[config.mk]
export PLATFORM = sky130hd
export DESIGN_NAME = boothmul_arbiter
export DESIGN_NICKNAME = d
export VERILOG_FILES = /design/src/rtl/boothmul_arbiter_pkg.sv /design/src/rtl/boothmul_arbiter_rr_pick.sv /design/src/rtl/boothmul_arbiter.sv
export SDC_FILE = /design/constraint.sdc
export NUM_CORES = 1
export LEC_CHECK = 0
export ABC_AREA = 1
export BUFFER_PORTS_ARGS = -buffer_cell sky130_fd_sc_hd__buf_2
export CORE_MARGIN = 5
export CORE_UTILIZATION = 30
export CTS_BUF_LIST = sky130_fd_sc_hd__clkbuf_4 sky130_fd_sc_hd__clkbuf_8
export DETAILED_ROUTE_END_ITERATION = 10
export PLACE_DENSITY = 0.54
export SKIP_CTS_REPAIR_TIMING = 1
export SYNTH_ARGS = -nofsm -noshare
export SYNTH_HDL_FRONTEND = slang
export SYNTH_SLANG_ARGS = --single-unit
[constraint.sdc]
create_clock -name clk -period 2.4 [get_ports clk]
set_input_delay 0.12 -clock clk [delete_from_list [all_inputs] [get_ports clk]]
set_output_delay 0.12 -clock clk [all_outputs]
set_load 0.1 [all_outputs]
[src/rtl/boothmul_arbiter_pkg.sv]
// boothmul_arbiter_pkg: shared state encoding, default widths and index helper for the multiplier arbiter.
package boothmul_arbiter_pkg;
    typedef enum logic [1:0] {IDLE = 2'd0, RUN = 2'd1, RELEASE = 2'd2} state_t;
    localparam int DEF_A1_LEN = 32;
    localparam int DEF_A2_LEN = 32;
    localparam int OUT_LEN = DEF_A1_LEN + DEF_A2_LEN;
    // Modulo for a sum that is known to be below 2*n.
    function automatic int wrap_idx(input int k, input int n);
        return k >= n ? k - n : k;
    endfunction
endpackage

[src/rtl/boothmul_arbiter_rr_pick.sv]
// boothmul_arbiter_rr_pick: first set request scanning upward from ptr_i with wrap-around.
module boothmul_arbiter_rr_pick
    import boothmul_arbiter_pkg::*;
#(
    parameter int N_REQ = 4,
    parameter int IDX_W = 2
) (
    input  logic [N_REQ-1:0] req_i,
    input  logic [IDX_W-1:0] ptr_i,
    output logic [IDX_W-1:0] winner_o,
    output logic             any_o
);
    logic [IDX_W-1:0] k;
    // Scan from the far end down so the candidate closest to ptr_i is written last.
    always_comb begin
        winner_o = '0;
        k = '0;
        for (int i = N_REQ - 1; i >= 0; i--) begin
            k = IDX_W'(wrap_idx(int'(ptr_i) + i, N_REQ));
            winner_o = req_i[k] ? k : winner_o;
        end
    end
    assign any_o = |req_i;
endmodule

[src/rtl/boothmul_arbiter.sv]
// boothmul_arbiter: round-robin sharing of one boothmul sequential multiplier among N_REQ requesters.
module boothmul_arbiter
    import boothmul_arbiter_pkg::*;
#(
    parameter int N_REQ  = 4,
    parameter int IDX_W  = 2,
    parameter int A1_LEN = 32,
    parameter int A2_LEN = 32
) (
    input  logic                       clk,
    input  logic                       rst_n,
    input  logic [N_REQ-1:0]           req,
    input  logic [N_REQ*A1_LEN-1:0]    a1_in,
    input  logic [N_REQ*A2_LEN-1:0]    a2_in,
    output logic [N_REQ-1:0]           done,
    output logic [A1_LEN+A2_LEN-1:0]   result,
    output logic [IDX_W-1:0]           grant_idx,
    output logic                       busy,
    output logic                       mul_arm,
    output logic [A1_LEN-1:0]          mul_a1,
    output logic [A2_LEN-1:0]          mul_a2,
    input  logic [A1_LEN+A2_LEN-1:0]   mul_outn,
    input  logic                       mul_fin
);
    localparam int P_LEN = A1_LEN + A2_LEN;

    state_t             state_q, state_d;
    logic [N_REQ-1:0]   done_q, done_d;
    logic [P_LEN-1:0]   result_q, result_d;
    logic [IDX_W-1:0]   grant_q, grant_d, rr_ptr_q, rr_ptr_d, winner;
    logic               busy_q, busy_d, arm_q, arm_d, any_req;
    logic [A1_LEN-1:0]  a1_q, a1_d;
    logic [A2_LEN-1:0]  a2_q, a2_d;

    boothmul_arbiter_rr_pick #(.N_REQ(N_REQ), .IDX_W(IDX_W)) u_pick (
        .req_i    (req),
        .ptr_i    (rr_ptr_q),
        .winner_o (winner),
        .any_o    (any_req)
    );

    always_comb begin
        state_d  = state_q;
        done_d   = done_q;
        result_d = result_q;
        grant_d  = grant_q;
        rr_ptr_d = rr_ptr_q;
        busy_d   = busy_q;
        arm_d    = arm_q;
        a1_d     = a1_q;
        a2_d     = a2_q;
        case (state_q)
            IDLE: if (any_req) begin
                grant_d = winner;
                a1_d    = a1_in[int'(winner)*A1_LEN +: A1_LEN];
                a2_d    = a2_in[int'(winner)*A2_LEN +: A2_LEN];
                arm_d   = 1'b1;
                busy_d  = 1'b1;
                state_d = RUN;
            end
            // Completion is keyed on fin alone, so any multiplier latency works.
            RUN: if (mul_fin) begin
                result_d = mul_outn;
                done_d   = N_REQ'(1) << grant_q;
                arm_d    = 1'b0;
                rr_ptr_d = grant_q == IDX_W'(N_REQ - 1) ? '0 : grant_q + 1'b1;
                state_d  = RELEASE;
            end
            RELEASE: begin
                done_d  = '0;
                busy_d  = 1'b0;
                state_d = IDLE;
            end
            default: state_d = IDLE;
        endcase
    end

    always_ff @(posedge clk or negedge rst_n) begin
        if (!rst_n) begin
            state_q  <= IDLE;
            done_q   <= '0;
            result_q <= '0;
            grant_q  <= '0;
            rr_ptr_q <= '0;
            busy_q   <= 1'b0;
            arm_q    <= 1'b0;
            a1_q     <= '0;
            a2_q     <= '0;
        end else begin
            state_q  <= state_d;
            done_q   <= done_d;
            result_q <= result_d;
            grant_q  <= grant_d;
            rr_ptr_q <= rr_ptr_d;
            busy_q   <= busy_d;
            arm_q    <= arm_d;
            a1_q     <= a1_d;
            a2_q     <= a2_d;
        end
    end

    assign done      = done_q;
    assign result    = result_q;
    assign grant_idx = grant_q;
    assign busy      = busy_q;
    assign mul_arm   = arm_q;
    assign mul_a1    = a1_q;
    assign mul_a2    = a2_q;
endmodule

### Word-level counts from Yosys, hierarchy flattened

Index checks and enable logic that the tools add are counted.

* bits in registers: 140

* add/subtract/negate cells: 8
* order comparisons: 8
* eq/ne operators: 5
* shift-type cells: 3
* muxes and demuxes: 26
* reduce and logical (&&, ||, !) cells: 11

Operators by type and width (count)
* $shiftx A128 B8 Y32: 2
* $mux W2: 11
* $lt A2 B3 Y1 const B: 4
* $reduce_and A2 Y1: 5
* $ge A3 B3 Y1 const B: 3
* $bmux W1 S2: 4
* $pmux W4 S2: 1
* $sub A2 B1 Y2 const B: 4
* $add A2 B2 Y3 const B: 2
* $mux W1: 6
* $reduce_bool A2 Y1: 3
* $eq A2 B2 Y1 const B: 2
* $mux W4: 1
* $ne A2 B2 Y1 const B: 2
* $pmux W1 S2: 2
* $pmux W2 S2: 1
* $reduce_or A4 Y1: 1
* $shl A1 B2 Y4 const A: 1
* $add A2 B1 Y3 const B: 1
* $ge A2 B3 Y1 const B: 1
* $reduce_and A3 Y1: 1
* $add A2 B1 Y2 const B: 1
* $eq A2 B1 Y1 const B: 1
* $logic_not A2 Y1: 1

### Logic depth before layout (Yosys ltp)

* depth after elaboration: 10
* gate-level depth with buffers: 16
* depth with buffers taken out: 13

### Cells and area by module

Synthesis repeated with hierarchy kept, for this count alone.

* cells, all modules: 1276
* area total of the unflattened synthesis: 8101.5 um^2

By module, submodules not included
* boothmul_arbiter: times used 1, cells each 1232, area each 7902.6 um^2, seq. area each 3503.4 um^2
* boothmul_arbiter_rr_pick: times used 1, cells each 44, area each 198.9 um^2, seq. area each 0.0 um^2

### Least setup slack after synthesis

Ideal clock, no wire load.

* path kind: flip-flop to flip-flop
* from: register rr_ptr_q[0]
* to: register a1_q[18] (netlist: mul_a1[18])
* arrival: 1.612 ns
* required time: 2.280 ns
* path slack: 0.669 ns
* stages on the path, launching flop included: 16
* path buffers: 3
* period minus slack after synthesis: 1.731 ns
* path through: dfrtp_1 -> buf_4 -> inv_4 -> nand2_2 -> nand3_1 -> nand2_1 -> inv_2 -> nand3_1 -> nand2_1 -> buf_6 -> buf_2 -> nand2_1 -> nand3_1 -> nand2_1 -> nand2_1 -> nand2_1

* cells in the longest elaborated chain, start to end: 10
* elaborated cells on any way between the ends: 28

Ends and longest elaborated chain
* start, declared: RTL line boothmul_arbiter.sv:30 `logic [IDX_W-1:0] grant_q, grant_d, rr_ptr_q, rr_ptr_d, winner;`
* start signal, assigned: RTL line boothmul_arbiter.sv:94 `rr_ptr_q <= rr_ptr_d;`
* $add A2 B2 Y3: RTL line boothmul_arbiter_rr_pick.sv:19 `k = IDX_W'(wrap_idx(int'(ptr_i) + i, N_REQ));`
* $ge A3 B3 Y1 or $sub A2 B1 Y2 (tied branches): RTL line boothmul_arbiter_pkg.sv:9 `return k >= n ? k - n : k;`
* $mux W2: RTL line boothmul_arbiter_pkg.sv:9
* $bmux W1 S2: RTL line boothmul_arbiter_rr_pick.sv:20 `winner_o = req_i[k] ? k : winner_o;`
* $mux W1 (not written as such): RTL line boothmul_arbiter_rr_pick.sv:20
* $mux W2 (3 in a row): RTL line boothmul_arbiter_rr_pick.sv:20
* $mux W2 (*): RTL line boothmul_arbiter_rr_pick.sv:20
* $shiftx A128 B8 Y32 (*): RTL line boothmul_arbiter.sv:55 `a1_d = a1_in[int'(winner)*A1_LEN +: A1_LEN];`
* end signal, assigned: RTL line boothmul_arbiter.sv:87 `a1_q <= '0;`
* end signal, assigned: RTL line boothmul_arbiter.sv:97 `a1_q <= a1_d;`
* end, declared: RTL line boothmul_arbiter.sv:32 `logic [A1_LEN-1:0] a1_q, a1_d;`

Mark *: on every way between the ends. The rest lies on a longest branch, timed or not. The select of a mux whose other input is x is not followed.
A chain may end at the register's enable or synchronous reset.

### Worst setup path after layout

* from: register rr_ptr_q[0]
* to: register a2_q[15] (netlist: mul_a2[15])

* cells in the longest elaborated chain, start to end: 10
* elaborated cells on any way between the ends: 28

Ends and longest elaborated chain
* $add A2 B2 Y3: RTL line boothmul_arbiter_rr_pick.sv:19
* $ge A3 B3 Y1 or $sub A2 B1 Y2 (tied branches): RTL line boothmul_arbiter_pkg.sv:9
* $mux W2: RTL line boothmul_arbiter_pkg.sv:9
* $bmux W1 S2: RTL line boothmul_arbiter_rr_pick.sv:20
* $mux W1 (not written as such): RTL line boothmul_arbiter_rr_pick.sv:20
* $mux W2 (3 in a row): RTL line boothmul_arbiter_rr_pick.sv:20
* $mux W2 (*): RTL line boothmul_arbiter_rr_pick.sv:20
* $shiftx A128 B8 Y32 (*): RTL line boothmul_arbiter.sv:56 `a2_d = a2_in[int'(winner)*A2_LEN +: A2_LEN];`
* end signal, assigned: RTL line boothmul_arbiter.sv:88 `a2_q <= '0;`
* end signal, assigned: RTL line boothmul_arbiter.sv:98 `a2_q <= a2_d;`
* end, declared: RTL line boothmul_arbiter.sv:33 `logic [A2_LEN-1:0] a2_q, a2_d;`

Marked as above.

==> impl_metrics.csv <==
group,metric,value,unit
sta,finalSetupViolCount,0,
logic_synthesis,syn-cell-area,8692,um2
logic_synthesis,ys_types,20,
logic_synthesis,yosysTopAreaCellShare,40.31,%
floorplan,initial_core_util,30.37,%
worst_setup_path,critPathLaunchType,"flip-flop",
layout,num-nets-final,2204,
floorplan,die_width,180.2,um
clocking,cts_buffers,17,
clocking,cts.htree.levels,4,
worst_hold_path,hold_path.class,"input port to flip-flop",
grt,grt.total_usage,20.12,%
routing,drc,0,
routing,vias,10190,
sta,timing.hold.ws,27.65,ps
sta,skew,12.77,ps
placement,portBuffers,462,
placement,post-dp-hpwl,25.72,mm
sta,finalSetupTns,0,ps
grt,grt_max_degree,105,
worst_setup_path,reg2reg_depth,13,
worst_hold_path,min_from,"a1_in[63]",
sta,tightestPinTransition,752.5,ps
worst_setup_path,setup.worst_path.end_class,"flip-flop",
run,cap_violations,0,
logic_synthesis,synth_area_leader_cell,"dfrtp_1",
clocking,clock_path_buffers,2,
routing,first_iter_violations,576,
sta,period_share,92.58,%
logic_synthesis,synth-seq-area-share,40.31,%
clocking,clk_latency,440,ps
worst_setup_path,path_max_fanout,104,
routing,wl_per_cell,15.20,um
logic_synthesis,syn_area_per_cell,6.258,um2
sta,period_needed,2222,ps
sta,grt_setup_unrepaired,"false",
grt,antenna_found_initial,3,
floorplan,fp-row-count,62,
worst_setup_path,ff2ff_setup_slack,180,ps
routing,detail-route-antenna-nets,0,
worst_setup_path,crit_type,"flip-flop to flip-flop",
floorplan,die_area,32480,um2
clocking,cts_num_sinks,140,
routing,via_per_inst,4.485,
logic_synthesis,synth-seq-cells,140,
sta,final-hold-violation-count,0,
floorplan,ios,463,
grt,grt_pass1_wl,53.23,mm
sta,fmax,0.4501,GHz
floorplan,coreArea,28630,um2
floorplan,die_h,180.2,um
logic_synthesis,synth_nets,1720,
sta,drv_slew,0,
routing,drtPass1Iterations,5,
worst_hold_path,hold_end,"mul_a1[31]$_DFFE_PN0P_",
clocking,cts_tree,"done",
clocking,cts_root_buffer,"clkbuf_8",
logic_synthesis,ys_warn_count,0,
worst_setup_path,arrival,2560,ps
routing,finalWirelength,34.54,mm
clocking,clkTransAtPathRegs,90,ps
worst_setup_path,crit-reg2reg-launch,"rr_ptr_q[0]$_DFFE_PN0P_",
status,status,"completed",
logic_synthesis,yosys-top-cells-area,"dfrtp_1, nand2_1, nand3_1, inv_1, buf_2",
layout,drive_gt1_share,28.00,%
worst_setup_path,r2r_end,"mul_a2[15]$_DFFE_PN0P_",
worst_setup_path,worstPathRequired,2740,ps
sta,relSlewSlack,49.83,%
grt,grt_pass1_vias,9905,
logic_synthesis,syn_inst,1389,
grt,grt_overflow_total,0,
layout,synthToLayoutAreaGrowth,43.43,%
placement,gp_congestion,0.9144,
worst_hold_path,hold_depth,5,
-- Yosys cell counts --
cell / count
inv_2: 4
a21oi_1: 2
nand3_1: 266
inv_1: 256
inv_4: 1
buf_6: 1
o21ai_1: 1
nor3_1: 1
clkbuf_1: 29
nor4_1: 1
ha_1: 4
dfrtp_1: 140
o31ai_1: 1
buf_2: 42
nand2_1: 617
nand2_2: 2
buf_4: 11
nor2_1: 5
a21boi_2: 1
o21ai_0: 4
-- worst max path at each step --
stage / endpoint / cells past startpoint / slack [ps] / from
global placement: mul_a2[4]$_DFFE_PN0P_ / 12 / 190 / rr_ptr_q[0]$_DFFE_PN0P_
CTS: mul_a1[24]$_DFFE_PN0P_ / 13 / 120 / rr_ptr_q[0]$_DFFE_PN0P_
global route: mul_a2[23]$_DFFE_PN0P_ / 13 / 10 / rr_ptr_q[0]$_DFFE_PN0P_
floorplan: mul_a1[18]$_DFFE_PN0P_ / 15 / 670 / rr_ptr_q[0]$_DFFE_PN0P_
finish: mul_a2[15]$_DFFE_PN0P_ / 13 / 180 / rr_ptr_q[0]$_DFFE_PN0P_
detailed placement: mul_a1[24]$_DFFE_PN0P_ / 13 / 130 / rr_ptr_q[0]$_DFFE_PN0P_
-- routing by layer --
layer,wire length [um],GRT usage [%],vias up
met4,1102,7.471,2
li1,-,-,5098
met2,17300,35.00,374
met5,13,0,-
met3,2220,5.067,55
met1,13900,24.05,4661
-- cells in the final DEF, fill, tap and decap left out, types with 3 or more instances in the layout --
cell           synthesis  routed
clkbuf_8               0      17
buf_4                 11      11
nand2_2                2       3
inv_2                  4       4
inv_6                  0       6
dfrtp_1              140     139
nand2_1              617     614
inv_1                256     256
buf_12                 0       8
inv_8                  0       3
buf_2                 42     461
nand3_1              266     265
ha_1                   4       4
nor2_1                 5       5
dlygate4sd3_1          0      66
o21ai_0                4       4
-- kinds of logic after synthesis --
logic type	Yosys count	share of synthesized area (%)
compound gates	9	0.6190
fa+ha+maj	4	0.5758
buf+inv	344	16.05
flops	140	40.31
simple gates	892	42.45
-- final cells by class --
cell class / count / area [um2]
Clock inverter: 15 / 175.2
Sequential cell: 140 / 3505
Inverter: 261 / 982.2
Fill cell: 3081 / 16160
Timing Repair Buffer: 548 / 3249
Tap cell: 384 / 480.5
Antenna cell: 2 / 5.005
Clock buffer: 17 / 234.0
Multi-Input combinational cell: 905 / 3836
-- worst max-delay path: stages (launching register included) --
cell and delay (ps):
dfrtp_2 500, inv_4 110, nand2_1 80, nand3_1 110
nand2_1 70, nand3_1 130, nand2_1 110, nand2_4 110
buf_16 280, nand3_1 130, nand3_1 130, nand2_1 70
nand2_1 70, nand2_1 60
-- stage by stage --
| stage | worst slack [ps] | cell area [um2] | utilization, % | std cells |
|---|---|---|---|---|
| 2_1_floorplan | 668.6 | 8692 | - | 1389 |
| 3_3_place_gp | 190.4 | 11380 | 39.77 | 2172 |
| 3_5_place_dp | 126.0 | 11380 | 39.77 | 2172 |
| 4_1_cts | 121.1 | 11790 | 41.20 | 2204 |
| 5_1_grt | 10.01 | 12470 | 43.55 | 2272 |
| 6_report | 178.2 | 12470 | 43.55 | 2272 |
-- sequential cells by signal, summed over array words and instances, names as in the netlist --
| register | count |
|---|---|
| result | 64 |
| rr_ptr_q | 2 |
| mul_a2 | 32 |
| busy | 1 |
| done | 4 |
| mul_a1 | 32 |
| mul_arm | 1 |
| grant_idx | 2 |
| state_q | 2 |
Power is not shown: default switching activity piles up to over one toggle a cycle in this logic, so the estimate is an artifact.
